[src/rtl/sig_mailbox.sv]
// rtl/sig_mailbox.sv - firmware signature mailbox with sticky pass/fail flags and run-cycle count; optional watchdog via SIG_WATCHDOG_EN
module sig_mailbox #(
    parameter logic [31:0] BASE_ADDR      = 32'h0000_0C00,
    parameter logic [31:0] PASS_CODE      = 32'hBEEF_0000,
    parameter int unsigned TIMEOUT_CYCLES = 200000
) (
    input  logic        clk,
    input  logic        rst,
    input  logic        mem_valid,
    input  logic [31:0] mem_addr,
    input  logic [31:0] mem_wdata,
    input  logic [3:0]  mem_wstrb,
    output logic        mem_ready,
    output logic [31:0] mem_rdata,
    output logic        hit,
    input  logic        trap,
    output logic        done,
    output logic        pass,
    output logic        fail,
    output logic        timeout,
    output logic [31:0] cycles
);

    typedef enum logic [1:0] {
        ST_RUN  = 2'd0,
        ST_EVAL = 2'd1,
        ST_HALT = 2'd2
    } state_e;

    localparam logic [2:0] IDX_CODE   = 3'd0;
    localparam logic [2:0] IDX_OBS    = 3'd1;
    localparam logic [2:0] IDX_GOLD   = 3'd2;
    localparam logic [2:0] IDX_STATUS = 3'd3;
    localparam logic [2:0] IDX_CYCLES = 3'd4;

`ifdef SIG_WATCHDOG_EN
    localparam logic [31:0] WD_LAST = 32'(TIMEOUT_CYCLES - 1);
`else
    localparam int unsigned unused_timeout_cycles = TIMEOUT_CYCLES;
`endif

    state_e      state_q, state_d;
    logic [31:0] code_q, code_d;
    logic [31:0] obs_q, obs_d;
    logic [31:0] gold_q, gold_d;
    logic [31:0] cycles_q, cycles_d;
    logic        done_q, done_d;
    logic        pass_q, pass_d;
    logic        fail_q, fail_d;
    logic        timeout_q, timeout_d;
    logic        mem_ready_q, mem_ready_d;
    logic [31:0] mem_rdata_q, mem_rdata_d;

    logic        req;
    logic        wr_en;
    logic [2:0]  reg_idx;
    logic [31:0] status_word;
    logic [31:0] rd_mux;
    logic        unused_addr_bits;

    // Word addressing only; the byte offset within a word carries no meaning here.
    assign unused_addr_bits = ^mem_addr[1:0];

    assign hit         = mem_valid && (mem_addr[31:5] == BASE_ADDR[31:5]);
    // A new request needs mem_ready low so one request is never acked twice.
    assign req         = hit && !mem_ready_q;
    // Result words freeze once the run has been judged.
    assign wr_en       = req && (mem_wstrb != 4'b0000) && (state_q != ST_HALT);
    assign reg_idx     = mem_addr[4:2];
    assign status_word = {28'd0, timeout_q, fail_q, pass_q, done_q};

    function automatic logic [31:0] merge_bytes(input logic [31:0] old_val,
                                                input logic [31:0] new_val,
                                                input logic [3:0]  strb);
        logic [31:0] res;
        res = old_val;
        for (int b = 0; b < 4; b++) begin
            if (strb[b]) res[b*8 +: 8] = new_val[b*8 +: 8];
        end
        return res;
    endfunction

    // Read mux: pre-edge register values, so a same-edge write is not reflected.
    always_comb begin
        rd_mux = 32'd0;
        case (reg_idx)
            IDX_CODE:   rd_mux = code_q;
            IDX_OBS:    rd_mux = obs_q;
            IDX_GOLD:   rd_mux = gold_q;
            IDX_STATUS: rd_mux = status_word;
            IDX_CYCLES: rd_mux = cycles_q;
            default:    rd_mux = 32'd0;
        endcase
    end

    // Bus ack and registered read data; rdata is forced to 0 outside the ack cycle.
    always_comb begin
        mem_ready_d = req;
        mem_rdata_d = req ? rd_mux : 32'd0;
    end

    // Byte-merged writes into the three result words.
    always_comb begin
        code_d = code_q;
        obs_d  = obs_q;
        gold_d = gold_q;
        if (wr_en) begin
            case (reg_idx)
                IDX_CODE: code_d = merge_bytes(code_q, mem_wdata, mem_wstrb);
                IDX_OBS:  obs_d  = merge_bytes(obs_q, mem_wdata, mem_wstrb);
                IDX_GOLD: gold_d = merge_bytes(gold_q, mem_wdata, mem_wstrb);
                default:  ;
            endcase
        end
    end

    // Run FSM: count while running, judge the code word after a trap, then halt for good.
    always_comb begin
        state_d   = state_q;
        cycles_d  = cycles_q;
        done_d    = done_q;
        pass_d    = pass_q;
        fail_d    = fail_q;
        timeout_d = timeout_q;
        case (state_q)
            ST_RUN: begin
                if (trap) begin
                    state_d = ST_EVAL;
`ifdef SIG_WATCHDOG_EN
                end else if (cycles_q == WD_LAST) begin
                    state_d   = ST_HALT;
                    cycles_d  = cycles_q + 32'd1;
                    done_d    = 1'b1;
                    fail_d    = 1'b1;
                    timeout_d = 1'b1;
                end else begin
                    cycles_d = cycles_q + 32'd1;
                end
`else
                end else if (cycles_q != 32'hFFFF_FFFF) begin
                    cycles_d = cycles_q + 32'd1;
                end
`endif
            end
            ST_EVAL: begin
                // code_q already contains any write acked on the trap edge.
                state_d = ST_HALT;
                done_d  = 1'b1;
                pass_d  = (code_q == PASS_CODE);
                fail_d  = (code_q != PASS_CODE);
            end
            ST_HALT: state_d = ST_HALT;
            default: state_d = ST_HALT;
        endcase
    end

    // State registers; reset clears everything and drops an in-flight ack immediately.
    always_ff @(posedge clk or posedge rst) begin
        if (rst) begin
            state_q     <= ST_RUN;
            code_q      <= 32'd0;
            obs_q       <= 32'd0;
            gold_q      <= 32'd0;
            cycles_q    <= 32'd0;
            done_q      <= 1'b0;
            pass_q      <= 1'b0;
            fail_q      <= 1'b0;
            timeout_q   <= 1'b0;
            mem_ready_q <= 1'b0;
            mem_rdata_q <= 32'd0;
        end else begin
            state_q     <= state_d;
            code_q      <= code_d;
            obs_q       <= obs_d;
            gold_q      <= gold_d;
            cycles_q    <= cycles_d;
            done_q      <= done_d;
            pass_q      <= pass_d;
            fail_q      <= fail_d;
            timeout_q   <= timeout_d;
            mem_ready_q <= mem_ready_d;
            mem_rdata_q <= mem_rdata_d;
        end
    end

    assign mem_ready = mem_ready_q;
    assign mem_rdata = mem_rdata_q;
    assign done      = done_q;
    assign pass      = pass_q;
    assign fail      = fail_q;
    assign timeout   = timeout_q;
    assign cycles    = cycles_q;

endmodule

[config.mk]
export PLATFORM = sky130hd
export DESIGN_NAME = sig_mailbox
export DESIGN_NICKNAME = d
export VERILOG_FILES = /design/src/rtl/sig_mailbox.sv
export SDC_FILE = /design/constraint.sdc
export NUM_CORES = 1
export LEC_CHECK = 0
export BUFFER_PORTS_ARGS = -buffer_cell sky130_fd_sc_hd__buf_4
export CORE_AREA = 5 5 126 128
export DETAILED_ROUTE_END_ITERATION = 12
export DIE_AREA = 0 0 131 133
export PLACE_DENSITY = 0.73
export SLEW_MARGIN = 20
export SYNTH_ARGS = -nofsm -noshare
export SYNTH_HDL_FRONTEND = slang
export SYNTH_SLANG_ARGS = --single-unit
[constraint.sdc]
create_clock -name clk -period 6.8 [get_ports clk]
set_input_delay 0.68 -clock clk [delete_from_list [all_inputs] [get_ports clk]]
set_output_delay 0.68 -clock clk [all_outputs]
set_load 0.01 [all_outputs]
==> results.md <==
* Initial DRC Count at 398
* FF-to-FF path depth at 5
* Synth Flop Type: dfrtp_1
* Share of the core filled with cells at 61.0%
* Relative slew slack at a little over a third
* CTS buffer count at 17
* Nets at 779
* Root Driver: clkbuf_16
* Ports at 142
* DPL Wire Length at around 13000 um
* Chip width at around 130 um
* Clock sink count at roughly 170
* R2R Setup Slk at 4280 ps
* DRT Wirelength at around 19000 um
* R2R Path End: cycles[1]$_DFFE_PP0P_
* LEAKAGE at roughly 4.3 nW
* Final period utilization at between 40 and 50%
* Clk pin slew, worst setup/hold paths at 60 ps
* Compound-Gate Fraction of Synth Area at 9.52%
* Worst Setup Path Type: input port to output port
* YS warnings at 0
* Maximum vdd drop at 151 uV
* CP top delay family: simple AND/OR/NAND/NOR gates
* Critical Path End: hit
* Antenna violations before repair at 0
* Die height at between 100 and 150 um
* Port-buffer cells at 138
* Startpoint types: input port
* CP arrival at 2240 ps
* Post-synthesis sequential area ratio at 57.9%
* Critical path depth in cells at 5
* Post-CTS Setup Inserts at 0
* Fmax at 342 MHz
* Mapped Area at 7170 sq um
* Layout cell share with drive strength beyond 1 at 39.2%
* Pin count of the biggest net entering global routing at 97
* Final Critical Period at 2920 ps
* CP startpoint: mem_addr[7]
* Yosys reg bits at ~170
* Yosys top cell area share at 57.9%
* MaxCap Viol Count at 0
* Longest Clk Path Bufs at 2
* Cts repair resizes at 0
* Setup TNS at 0 ps
* H-tree depth at 4
* Core Area at 14800 sq um
* CP dominant cell by count: buf_4
* Row count at 45
* CTS tree: done
* Leading area contributor after synthesis: dfrtp_1
* Routed vias at 5388
* Final Worst Setup Slack at roughly 3900 ps
* DR pass1 iterations at 5
* Clk_skew at 5.92 ps
* Final hold violation count at 0
* Crit path max fanout at 13
* Top cells by count, synth: dfrtp_1, mux2_2, a22oi_1, a21oi_1, nand4_1
* Area share of fa/ha/maj cells after synthesis at 0.174%
* Total GRT Usage at about 23%
* First-pass GRT wire length at 30300 um
* Grt total ovfl at 0
* Post-synth EDFFs at 0
* Number of global-route vias before repair at 5704
* Pins Over Slew Limit at 0
* GPL Wtd Cong at 0.867
* Xor/xnor share of the synthesized area at 3.66%
* Syn avg cell area at 12.6 sq um
* Area grow syn2layout at 25.5%
* Pre-CTS WS at 3460 ps
* Worst path required time at around 6000 ps
* Drt via density at 5.94
* DRC violations left at 0
* Multiplexer share of the synthesized area at 15.8%
* Die area at 17400 sq um
* Initial Util at 48.6%
* CP max stage delay at 730 ps
* Worst Hold Class: input port to asynchronous set/reset pin
* Dominant cells by area after synthesis: dfrtp_1, mux2_2, a22oi_1
* PwrDens at 241 nW/um^2
* Crit path buffers/inverters at 2
* Worst-Margin Slew at 966 ps
* Run status: finished, final reports clean
* Post-DRT Antenna Nets at 0
* Cell variety after synth at between 40 and 50
* RSZ-0062 raised after global routing: false
* Dominant combinational cell family by area after synthesis: multiplexers
* Final setup viols at 0
* Simple-gate area share of the yosys netlist at 11.0%
* Cell with the most instances after synthesis: dfrtp_1
* Critical path endpoint category: output port
* Mapped Cells at 569
* Asr flop ratio synth at 100%
* CP max-delay cell: nor2_1
* Hold buffer count at CTS at 0
* Wire length per cell at 20.7 um
* ANT cells at 0
* Critical R2R Launch: cycles[20]$_DFFE_PP0P_
* Clk Latency, worst-skew pair at 430 ps
* Crit-path cells: buf_4 > nor4b_1 > nand4_1 > nor2_1 > buf_4
* Syn Nets at 642
-- cells by family (layout without fill, tap and decap cells) --
logic type | after synthesis | after routing
buffers and inverters | 31 | 181
flip-flops | 166 | 166
AO/OA/AOI/OAI | 103 | 103
multiplexers | 101 | 101
adder cells (fa/ha/maj) | 1 | 1
AND/OR/NAND/NOR | 136 | 136
XOR/XNOR | 30 | 30
other | 1 | 1
-- worst min-delay path by stage --
stage                               to  cells after the start             startpoint
4_1_cts        mem_rdata[29]$_DFF_PP0_                      2                    rst
3_5_place_dp          done$_DFFE_PP0N_                      1       done$_DFFE_PP0N_
2_1_floorplan    gold_q[0]$_DFFE_PP0P_                      1  gold_q[0]$_DFFE_PP0P_
5_1_grt         gold_q[26]$_DFFE_PP0P_                      2          mem_wdata[26]
3_3_place_gp          done$_DFFE_PP0N_                      1       done$_DFFE_PP0N_
6_report        gold_q[28]$_DFFE_PP0P_                      2                    rst
-- layout by cell type (no fill, tap or decap), drive strengths merged, types with 15 or more instances in the layout --
cell	instances
nand3	16
buf	143
mux2	99
nand4	26
nor4	15
xor2	15
dfrtp	166
nand2	16
a21oi	33
xnor2	15
clkbuf	26
nor2	23
a22oi	62
-- cell type report --
type | count | area (sq um)
Fill cell | 1181 | 5750
Tap cell | 188 | 235
Sequential cell | 166 | 4150
Clock inverter | 6 | 87.6
Clock buffer | 26 | 519
Multi-Input combinational cell | 372 | 2900
Timing Repair Buffer | 143 | 1070
Inverter | 6 | 27.5
-- report_power, final --
group | switching [mW] | internal (mW)
clock network | 0.374 | 0.601
logic | 0.0816 | 0.0720
registers | 0.0365 | 1.01
-- state kept, by name, summed over array words and instances (netlist names), 2 cells and up --
register and flops:
code_q 32, mem_rdata 32, cycles 32, state_q 2
gold_q 32, obs_q 32
-- through the flow --
step / std cells / hold WS, ps / area [sq um] / power (mW)
after floorplan: 569 / 475 / 7170 / 1.12
after global placement: 875 / 479 / 8390 / 1.21
after detailed placement: 875 / 489 / 8390 / 1.21
after CTS: 907 / 470 / 9000 / 2.19
after global routing: 907 / 489 / 9000 / 2.25
final: 907 / 436 / 9000 / 2.17
-- routing by layer --
metal | wire length, um | track usage [%] | up-vias | share of wire [%]
met1 | 7690 | 29.5 | 2776 | 41
met3 | 1220 | 5.77 | 38 | 6.5
met4 | 432 | 8.91 | 0 | 2.3
met2 | 9410 | 35.9 | 183 | 50
li1 | - | - | 2391 | -
met5 | 0 | 1.47 | - | 0
Note: power is estimated with default switching activity, not from simulation.
